File: src/rtl/riscv_pipe_ctrl_pkg.sv
// Shared definitions for the pipeline-control slice: register bus macros,
// data-memory wait FSM states and the hazard classes used for resolution.
`ifndef RISCV_DEFINE_SVH
`define RISCV_DEFINE_SVH
`define RegBus     31:0
`define RegAddrBus 4:0
`endif

package riscv_pipe_ctrl_pkg;

  // Data-memory wait FSM states
  typedef enum logic [0:0] {
    DM_IDLE = 1'b0,
    DM_WAIT = 1'b1
  } dm_state_t;

  // Hazard classes, listed from lowest to highest priority
  typedef enum logic [2:0] {
    HZ_NONE     = 3'd0,
    HZ_IFETCH   = 3'd1,
    HZ_LOAD_USE = 3'd2,
    HZ_BRANCH   = 3'd3,
    HZ_DMEM     = 3'd4
  } hazard_t;

  // Picks the single hazard that wins the priority D > B > L > I
  function automatic hazard_t pick_hazard(input logic d, input logic b,
                                          input logic l, input logic i);
    hazard_t h;
    if (d)      h = HZ_DMEM;
    else if (b) h = HZ_BRANCH;
    else if (l) h = HZ_LOAD_USE;
    else if (i) h = HZ_IFETCH;
    else        h = HZ_NONE;
    return h;
  endfunction

endpackage

File: src/rtl/riscv_hazard_detect.sv
// Load-use hazard detector: flags an ID instruction that reads the
// destination of a load currently in EX. Purely combinational.
import riscv_pipe_ctrl_pkg::*;

module riscv_hazard_detect (
  input  logic             ex_MemtoReg,
  input  logic             ex_RegWr,
  input  logic [`RegAddrBus] ex_rd_idx,
  input  logic [`RegAddrBus] id_rs1_idx,
  input  logic [`RegAddrBus] id_rs2_idx,
  input  logic             id_rs1_used,
  input  logic             id_rs2_used,
  output logic             load_use
);

  logic ex_is_load;
  logic rs1_hit;
  logic rs2_hit;

  // x0 is hard-wired zero, so a load "into" it never produces a hazard
  always_comb begin
    ex_is_load = ex_MemtoReg && ex_RegWr && (ex_rd_idx != '0);
    rs1_hit    = id_rs1_used && (id_rs1_idx == ex_rd_idx);
    rs2_hit    = id_rs2_used && (id_rs2_idx == ex_rd_idx);
    load_use   = ex_is_load && (rs1_hit || rs2_hit);
  end

endmodule

File: src/rtl/riscv_pipe_ctrl.sv
// Central hazard / pipeline-control unit for the 5-stage core: resolves
// dmem wait, branch redirect, load-use and ifetch wait into per-register
// stall/flush controls, runs the dmem wait watchdog and perf counters.
import riscv_pipe_ctrl_pkg::*;

module riscv_pipe_ctrl #(
  parameter int TIMEOUT = 255,
  parameter int CNT_W   = 32
) (
  input  logic               clk,
  input  logic               rst,
  input  logic [`RegAddrBus] id_rs1_idx,
  input  logic [`RegAddrBus] id_rs2_idx,
  input  logic               id_rs1_used,
  input  logic               id_rs2_used,
  input  logic               ex_MemtoReg,
  input  logic               ex_RegWr,
  input  logic [`RegAddrBus] ex_rd_idx,
  input  logic               ex_branch_taken,
  input  logic               mem_access,
  input  logic               dmem_ready,
  input  logic               imem_ready,
  output logic               pc_stall,
  output logic               if_id_stall,
  output logic               if_id_flush,
  output logic               id_ex_stall,
  output logic               id_ex_flush,
  output logic               ex_mem_stall,
  output logic               ex_mem_flush,
  output logic               mem_wb_stall,
  output logic               mem_wb_flush,
  output logic               mem_timeout,
  output logic [CNT_W-1:0]   stall_cnt,
  output logic [CNT_W-1:0]   flush_cnt
);

  localparam int                 WAIT_W    = $clog2(TIMEOUT + 1);
  localparam logic [WAIT_W-1:0]  WAIT_MAX  = WAIT_W'(TIMEOUT);
  localparam logic [CNT_W-1:0]   CNT_MAX   = '1;

  dm_state_t         state;
  dm_state_t         state_next;
  logic [WAIT_W-1:0] wait_cnt;
  logic [WAIT_W-1:0] wait_cnt_next;
  logic              dmem_wait;
  logic              load_use;
  hazard_t           hazard;
  logic              any_flush;

  riscv_hazard_detect u_hazard_detect (
    .ex_MemtoReg (ex_MemtoReg),
    .ex_RegWr    (ex_RegWr),
    .ex_rd_idx   (ex_rd_idx),
    .id_rs1_idx  (id_rs1_idx),
    .id_rs2_idx  (id_rs2_idx),
    .id_rs1_used (id_rs1_used),
    .id_rs2_used (id_rs2_used),
    .load_use    (load_use)
  );

  // Classify the current cycle; a dmem ready in the same cycle as the
  // access means no wait at all
  always_comb begin
    dmem_wait = mem_access && !dmem_ready;
    hazard    = pick_hazard(dmem_wait, ex_branch_taken, load_use, !imem_ready);
  end

  // FSM state register; reset abandons any wait in progress
  always_ff @(posedge clk or posedge rst) begin
    if (rst) begin
      state    <= DM_IDLE;
      wait_cnt <= '0;
    end else begin
      state    <= state_next;
      wait_cnt <= wait_cnt_next;
    end
  end

  // FSM next state and wait counter; the counter sticks at TIMEOUT
  always_comb begin
    state_next    = state;
    wait_cnt_next = wait_cnt;
    case (state)
      DM_IDLE: begin
        if (dmem_wait) begin
          state_next    = DM_WAIT;
          wait_cnt_next = WAIT_W'(1);
        end
      end
      DM_WAIT: begin
        if (dmem_wait) begin
          if (wait_cnt != WAIT_MAX) wait_cnt_next = wait_cnt + WAIT_W'(1);
        end else begin
          state_next    = DM_IDLE;
          wait_cnt_next = '0;
        end
      end
      default: begin
        state_next    = DM_IDLE;
        wait_cnt_next = '0;
      end
    endcase
  end

  // Output decode: only the winning hazard drives the pipeline registers
  always_comb begin
    pc_stall     = 1'b0;
    if_id_stall  = 1'b0;
    if_id_flush  = 1'b0;
    id_ex_stall  = 1'b0;
    id_ex_flush  = 1'b0;
    ex_mem_stall = 1'b0;
    ex_mem_flush = 1'b0;
    mem_wb_stall = 1'b0;
    mem_wb_flush = 1'b0;
    if (!rst) begin
      case (hazard)
        HZ_DMEM: begin
          // Freeze everything up to MEM, bubble into WB; a taken branch in EX
          // stays held there and gets serviced once the access completes
          pc_stall     = 1'b1;
          if_id_stall  = 1'b1;
          id_ex_stall  = 1'b1;
          ex_mem_stall = 1'b1;
          mem_wb_flush = 1'b1;
        end
        HZ_BRANCH: begin
          if_id_flush = 1'b1;
          id_ex_flush = 1'b1;
        end
        HZ_LOAD_USE: begin
          pc_stall    = 1'b1;
          if_id_stall = 1'b1;
          id_ex_flush = 1'b1;
        end
        HZ_IFETCH: begin
          pc_stall    = 1'b1;
          if_id_flush = 1'b1;
        end
        default: ;
      endcase
    end
  end

  // Sticky watchdog: set on the edge where the wait count reaches TIMEOUT
  always_ff @(posedge clk or posedge rst) begin
    if (rst)
      mem_timeout <= 1'b0;
    else if (dmem_wait && (wait_cnt_next == WAIT_MAX))
      mem_timeout <= 1'b1;
  end

  assign any_flush = if_id_flush || id_ex_flush || ex_mem_flush || mem_wb_flush;

  // Saturating performance counters
  always_ff @(posedge clk or posedge rst) begin
    if (rst) begin
      stall_cnt <= '0;
      flush_cnt <= '0;
    end else begin
      if (pc_stall && (stall_cnt != CNT_MAX)) stall_cnt <= stall_cnt + CNT_W'(1);
      if (any_flush && (flush_cnt != CNT_MAX)) flush_cnt <= flush_cnt + CNT_W'(1);
    end
  end

endmodule

File: config.mk
export PLATFORM = sky130hd
export DESIGN_NAME = riscv_pipe_ctrl
export DESIGN_NICKNAME = d
export VERILOG_FILES = /design/src/rtl/riscv_pipe_ctrl_pkg.sv /design/src/rtl/riscv_hazard_detect.sv /design/src/rtl/riscv_pipe_ctrl.sv
export SDC_FILE = /design/constraint.sdc
export NUM_CORES = 1
export LEC_CHECK = 0
export ABC_AREA = 1
export CELL_PAD_IN_SITES_DETAIL_PLACEMENT = 1
export CELL_PAD_IN_SITES_GLOBAL_PLACEMENT = 1
export CORE_ASPECT_RATIO = 1.2
export CORE_MARGIN = 3
export CORE_UTILIZATION = 37
export DETAILED_ROUTE_END_ITERATION = 10
export PLACE_DENSITY = 0.88
export SYNTH_ARGS = -nofsm -noshare
export SYNTH_HDL_FRONTEND = slang
export SYNTH_HIERARCHICAL = 1
export SYNTH_SLANG_ARGS = --single-unit
File: constraint.sdc
create_clock -name clk -period 4.4 [get_ports clk]
set_input_delay 0.88 -clock clk [delete_from_list [all_inputs] [get_ports clk]]
set_output_delay 0.88 -clock clk [all_outputs]
set_load 0.05 [all_outputs]
==> results.yml, run 1 <==
yosys:
  synth_mux_area_frac: 0
  synth-simple-area-share: 0.384
  ys_ff_latch: 74
  ys_types: 30
  synthXorXnorAreaFrac: 0.0826
  yosysSeqAreaShare: 0.379
  synthAdderAreaFrac: 0.00769
  synth_area_per_cell_um2: 6.82
  yosysTopAreaCell: "dfrtp_1"
  netlist.area_leader.share: 0.379
  async_reset_ff_frac: 1.00
  synth_area_leaders: "dfrtp_1 38%, nand2_1 21%, inv_1 6.7%"
  synth_compound_area_frac: 0.0482
  syn_inst: 715
  syn_area_um2: 4880
  synth_top_family_by_area: "simple AND/OR/NAND/NOR gates"
  yosysWarnings: 6
  dominantRegCellSynth: "dfrtp_1"
  synth_edf_count: 0
timing:
  slew_viol_final: 0
  hold_viol: 0
  min_period_over_period: 0.920
  tightest_slew_ns: 0.971
  setup_viol: 0
  fin_crit_ns: 4.05
  tns_ns: 0
  max_slew_margin: 0.352
  skew_ns: 0.00868
  rsz0062_at_grt: "false"
  max_freq_ghz: 0.247
critical_path:
  end_kind: "output pin"
  reg2reg_depth: 10
  path_cells: "clkdlybuf4s50_1, inv_2, nand2_1, nand2_1, nor2_1, nand3_1, a21oi_1, nand2_1, a21oi_1, clkdlybuf4s50_1"
  crit_top_cell: "nand2_1"
  crit_required_ns: 3.52
  reg2reg_from: "stall_cnt[0]"
  r2r_slack_ns: 2.23
  r2r_end: "stall_cnt[24]"
  path_class: "in -> out"
  cp_slowest_cell: "clkdlybuf4s50_1"
  cpPeakStageDelay_ns: 0.84
  cp-start-kind: "primary input"
  crit_fanout: 4
  arrival_ns: 3.17
hold_path:
  worstHoldStart: "mem_timeout"
  min_path_type: "reg -> reg"
  holdPathEnd: "mem_timeout"
  min_path_cells: 1
placement:
  place_hpwl_mm: 11.7
  place_congestion: 0.898
  port_buffers: 96
detailed_routing:
  first_pass_iters: 4
  ant_nets: 0
  vias_per_cell: 5.11
  num_vias: 5005
  drc_errors: 0
  drt-initial-drc-count: 167
  wire_per_inst_um: 15.6
  routed_wl_mm: 15.3
clock_network:
  insertion_delay_ns: 0.34
  cts_hold_buf: 0
  clock_sinks: 74
  cts_tree: "done"
  htreeDepth: 3
  cts_resized: 0
  clk_path_buf_depth: 2
  cts-root-buf: "clkbuf_16"
  path_clk_slew_ns: 0.05
  post-cts-setup-buffer-count: 0
  numCtsBuffers: 9
power_and_ir_drop:
  p_leak_nw: 2.83
  peakVddDrop_mv: 0.300
  power.density_nw_per_um2: 403
  finalPower_mw: 2.52
floorplanning:
  die_area_um2: 14600
  start_util: 0.382
  pin_count: 99
  dieHeight_um: 132
  die_w_um: 111
  row_count: 45
  coreArea_um2: 12800
cells_and_area:
  nets: 840
  regArea_um2: 1850
  synthToLayoutAreaGrowth_pct: 28.0
  fillers: 1644
  multi_input_area_um2: 2560
  drive_gt1_frac: 0.0613
  antenna_cells: 0
global_routing:
  antenna_found_initial: 0
  grt_max_degree: 75
  overflow: 0
  grt_usage: 0.215
  grt_pass1_vias: 5413
  grt_pass1_wl_mm: 25.8
outcome:
  outcome: "finished clean"
run:
  drv_cap: 0
logic make-up (layout without fill, tap and decap cells):
| group | Yosys count | in the layout |
|---|---|---|
| simple gates | 448 | 448 |
| buf+inv | 106 | 206 |
| flops | 74 | 74 |
| xor+xnor | 46 | 46 |
| compound gates | 37 | 37 |
| fa+ha+maj | 3 | 3 |
| other cells | 1 | 2 |
worst max-delay path by stage:
stage,start,to,slack (ns)
after floorplan,rst,pc_stall,0.34
after global placement,ex_rd_idx[1],if_id_stall,0.44
after detailed placement,ex_rd_idx[4],if_id_stall,0.38
after CTS,ex_rd_idx[4],if_id_stall,0.37
after global routing,ex_rd_idx[0],if_id_stall,0.17
final,ex_rd_idx[1],if_id_stall,0.35
power breakdown:
group,switching [mW],leakage (nW),internal (mW)
clock,0.295,0.148,0.467
sequential,0.136,0.978,0.772
combinational,0.570,1.70,0.277
total,1.00,2.83,1.52
critical path, delay by kind of cell:
| family | cells | cell delay, ns |
|---|---|---|
| AO/OA/AOI/OAI | 2 | 0.43 |
| buffers and inverters | 3 | 1.44 |
| AND/OR/NAND/NOR | 5 | 0.41 |
flip-flops by register name, summed over array words and instances, names as in the netlist:
signal,flops
mem_timeout,1
state,1
wait_cnt,8
flush_cnt,32
stall_cnt,32
cells in the mapped netlist (all sizes together), types with 5 or more instances:
cell	n
a21oi	5
buf	13
dfrtp	74
inv	93
nand2	279
nand3	40
nand3b	8
nand4	8
nor2	82
nor3	27
o21ai	29
xnor2	14
xor2	32
layout make-up:
cell class / count / area share
Multi-Input combinational cell: 536 / 0.410
Sequential cell: 74 / 0.296
Timing Repair Buffer: 98 / 0.155
Inverter: 93 / 0.0569
Clock buffer: 11 / 0.0405
Tap cell: 164 / 0.0329
Clock inverter: 4 / 0.00821
layout by cell type (no fill, tap or decap), drive strengths merged:
| cell type | count |
|---|---|
| a211oi | 1 |
| a21oi | 5 |
| a41oi | 1 |
| and2 | 1 |
| buf | 4 |
| bufinv | 1 |
| clkbuf | 11 |
| clkdlybuf4s50 | 94 |
| clkinv | 2 |
| clkinvlp | 2 |
| conb | 2 |
| dfrtp | 74 |
| ha | 3 |
| inv | 92 |
| nand2 | 279 |
| nand3 | 40 |
| nand3b | 8 |
| nand4 | 8 |
| nor2 | 82 |
| nor3 | 27 |
| nor4 | 3 |
| o21ai | 29 |
| o21bai | 1 |
| xnor2 | 14 |
| xor2 | 32 |
per-stage QoR:
step	setup WS (ns)	utilization	hold WS, ns	cells	area [um^2]
5_1_grt	0.169	0.489	0.505	980	6250
4_1_cts	0.372	0.489	0.499	980	6250
3_3_place_gp	0.436	0.465	0.476	965	5940
6_report	0.353	0.489	0.496	980	6250
2_1_floorplan	0.341	-	0.493	716	4890
3_5_place_dp	0.380	0.465	0.483	965	5940
routing by layer:
metal / share of wire / wire length (um) / track usage / vias to the layer above
li1: - / - / - / 2398
met1: 0.40 / 6110 / 0.242 / 2465
met2: 0.53 / 8180 / 0.399 / 107
met3: 0.034 / 520 / 0.0335 / 35
met4: 0.032 / 493 / 0.0917 / 0
met5: 0 / 0 / 0 / -
No activity file was read; power rests on OpenSTA's default activity.
==> run 2, diff against run 1 <==
--- a/config.mk
+++ b/config.mk
@@ -12,8 +12,8 @@
 export CORE_MARGIN = 3
 export CORE_UTILIZATION = 37
 export DETAILED_ROUTE_END_ITERATION = 10
-export PLACE_DENSITY = 0.88
+export HOLD_SLACK_MARGIN = 0.05
+export PLACE_DENSITY_LB_ADDON = 0.08
 export SYNTH_ARGS = -nofsm -noshare
 export SYNTH_HDL_FRONTEND = slang
-export SYNTH_HIERARCHICAL = 1
 export SYNTH_SLANG_ARGS = --single-unit
==> run 2 against run 1 <==
Effect of this change: first-iteration DRC count up 28%; count of clock-buffer cells in the layout down 2; setup slack better by 0.095 ns; synthesized area up 4.1%; synthesized cell count up 4.6%; cell count up 3.3%; critical path type unchanged.
==> results.yml, run 2 <==
timing:
  rsz0062_at_grt: "false"
  min_period_over_period: 0.898
  fin_crit_ns: 3.95
  skew_ns: 0.00785
  setup_viol: 0
  tightest_slew_ns: 0.993
  max_freq_ghz: 0.253
  slew_viol_final: 0
  tns_ns: 0
  max_slew_margin: 0.338
  hold_ws_ns: 0.470
  hold_viol: 0
critical_path:
  r2r_slack_ns: 2.21
  path_buf_inv: 3
  r2r_end: "flush_cnt[8]"
  cpPeakStageDelay_ns: 0.82
  cp-start-kind: "primary input"
  cp_slowest_cell: "clkdlybuf4s50_1"
  crit_fanout: 4
  path_cells: "clkdlybuf4s50_1, inv_1, nand2_1, nand2_1, nor2_1, nand3_1, nand2_1, nand2_1, nand2_1, nand2_1, nor2_1, clkdlybuf4s50_1"
  reg2reg_from: "flush_cnt[4]"
  end_kind: "output pin"
  reg2reg_depth: 8
  path_delay_family: "buffers and inverters"
  crit_top_cell: "nand2_1"
  path_class: "in -> out"
  crit_required_ns: 3.52
  arrival_ns: 3.07
cells_and_area:
  multi_input_area_um2: 2800
  antenna_cells: 0
  nets: 868
  synthToLayoutAreaGrowth_pct: 26.5
  layout_commonest_cell: "nand2_1"
  drive_gt1_frac: 0.0474
  regArea_um2: 1850
  fillers: 1774
  mostFrequentLayoutCells: "284 x nand2_1, 94 x clkdlybuf4s50_1, 82 x nand3_1"
  largestRegisters: "flush_cnt x32, stall_cnt x32, wait_cnt x8"
global_routing:
  antenna_found_initial: 0
  grtUsageMet1: 0.261
  grtUsageMet3: 0.0397
  busiest_layer: "met2"
  grt_max_degree: 75
  grt_pass1_vias: 5655
  overflow: 0
  grt_usage: 0.232
  gr-usage-met2: 0.433
  grt_pass1_wl_mm: 28.4
placement:
  place_hpwl_mm: 12.8
  port_buffers: 96
  place_congestion: 0.861
yosys:
  synth_edf_count: 0
  syn_area_um2: 5080
  async_reset_ff_frac: 1.00
  yosysTopAreaCell: "dfrtp_1"
  ys_ff_latch: 74
  synth_most_common_cell: "nand2_1"
  ys_types: 34
  netlist.area_leader.share: 0.365
  yosysSeqAreaShare: 0.365
  synthTopCellsByCount: "284 x nand2_1, 82 x nand3_1, 74 x dfrtp_1"
  synth_area_leaders: "dfrtp_1 36%, nand2_1 21%, nand3_1 8.1%"
  yosysWarnings: 0
  synth_area_per_cell_um2: 6.79
  dominantRegCellSynth: "dfrtp_1"
  syn_inst: 748
hold_path:
  min_path_cells: 2
  holdPathEnd: "mem_timeout"
  worstHoldStart: "mem_timeout"
  min_path_type: "reg -> reg"
detailed_routing:
  routed_wl_mm: 16.9
  first_pass_iters: 4
  drc_errors: 0
  wire_per_inst_um: 16.7
  vias_per_cell: 5.13
  ant_nets: 0
  drt-initial-drc-count: 213
  num_vias: 5194
clock_network:
  clk_path_buf_depth: 2
  clock_sinks: 74
  cts_resized: 0
  cts-root-buf: "clkbuf_16"
  insertion_delay_ns: 0.35
  cts_hold_buf: 0
  path_clk_slew_ns: 0.06
  cts_tree: "done"
  htreeDepth: 3
  numCtsBuffers: 9
  post-cts-setup-buffer-count: 0
power_and_ir_drop:
  peakVddDrop_mv: 0.230
  p_leak_nw: 3.05
  power.density_nw_per_um2: 310
floorplanning:
  row_count: 46
  pin_count: 99
  die_w_um: 113
  coreArea_um2: 13400
  die_area_um2: 15200
  dieHeight_um: 134
  start_util: 0.380
outcome:
  outcome: "finished clean"
run:
  drv_cap: 0
## run 2: changes by cell type after synthesis, moves of 11 or more
cell	change
buf_2	+11
inv_1	-17
nand2_1	+12
nand3_1	+43
o21ai_0	-11
xor2_1	+14
## run 2: stage by stage
stage	worst slack, ns	instances	utilization	instance area [um^2]	power (mW)
6_report	0.448	1012	0.481	6420	1.99
5_1_grt	0.251	1012	0.481	6420	2.09
4_1_cts	0.425	1012	0.481	6420	2.01
3_5_place_dp	0.433	997	0.460	6140	1.27
3_3_place_gp	0.514	997	0.460	6140	1.26
2_1_floorplan	0.595	749	-	5090	1.11
## run 2: cell families after synthesis
logic type	count (synthesis)	share of synthesized area
AO/OA/AOI/OAI	19	0.0232
XOR/XNOR	55	0.0948
adder cells (fa/ha/maj)	3	0.00739
buffers and inverters	94	0.0842
flip-flops	74	0.365
other	1	0.000738
AND/OR/NAND/NOR	502	0.425
## run 2: worst max-delay path by stage
stage            startpoint     endpoint  slack (ns)  cells past startpoint
2_1_floorplan           rst     pc_stall        0.59                      6
4_1_cts        ex_rd_idx[4]  id_ex_flush        0.43                     12
3_3_place_gp   ex_rd_idx[4]  id_ex_flush        0.51                     12
5_1_grt        ex_rd_idx[3]  id_ex_flush        0.25                     12
6_report       ex_rd_idx[4]  id_ex_flush        0.45                     12
3_5_place_dp   ex_rd_idx[4]  id_ex_flush        0.43                     12
## run 2: per-layer routing
layer | vias to the layer above | share of wire
met5 | - | 0
met1 | 2509 | 0.41
li1 | 2550 | -
met4 | 0 | 0.030
met3 | 38 | 0.028
met2 | 97 | 0.53
## run 2: worst register-to-register path, cell delays in order, from the launching register on
cell and delay [ns]:
dfrtp_1 0.46, inv_1 0.14, nor3_2 0.26, nand3_2 0.17, nor2_2 0.17, nand4_2 0.14, nand2_2 0.55, nand2_1 0.14
nand2_1 0.10
## run 2: power breakdown
group          total (mW)  internal [mW]  switching, mW
sequential          0.785          0.721         0.0640
combinational       0.469          0.149          0.320
clock               0.738          0.433          0.305
total                1.99           1.30          0.689
## run 2: area by class of cell
type	count	share of cell area
multi-input combinational	581	0.436
sequential	74	0.288
timing repair buffer	102	0.156
inverter	72	0.0426
clock buffer	9	0.0351
tap	168	0.0327
clock inverter	6	0.00915
==> run 3, diff against run 2 <==
--- a/config.mk
+++ b/config.mk
@@ -14,6 +14,7 @@
 export DETAILED_ROUTE_END_ITERATION = 10
 export HOLD_SLACK_MARGIN = 0.05
 export PLACE_DENSITY_LB_ADDON = 0.08
+export SETUP_SLACK_MARGIN = 0.15
 export SYNTH_ARGS = -nofsm -noshare
 export SYNTH_HDL_FRONTEND = slang
 export SYNTH_SLANG_ARGS = --single-unit
==> results of run 3 <==
Final layout, timing and power as in run 2 (identical DEF).
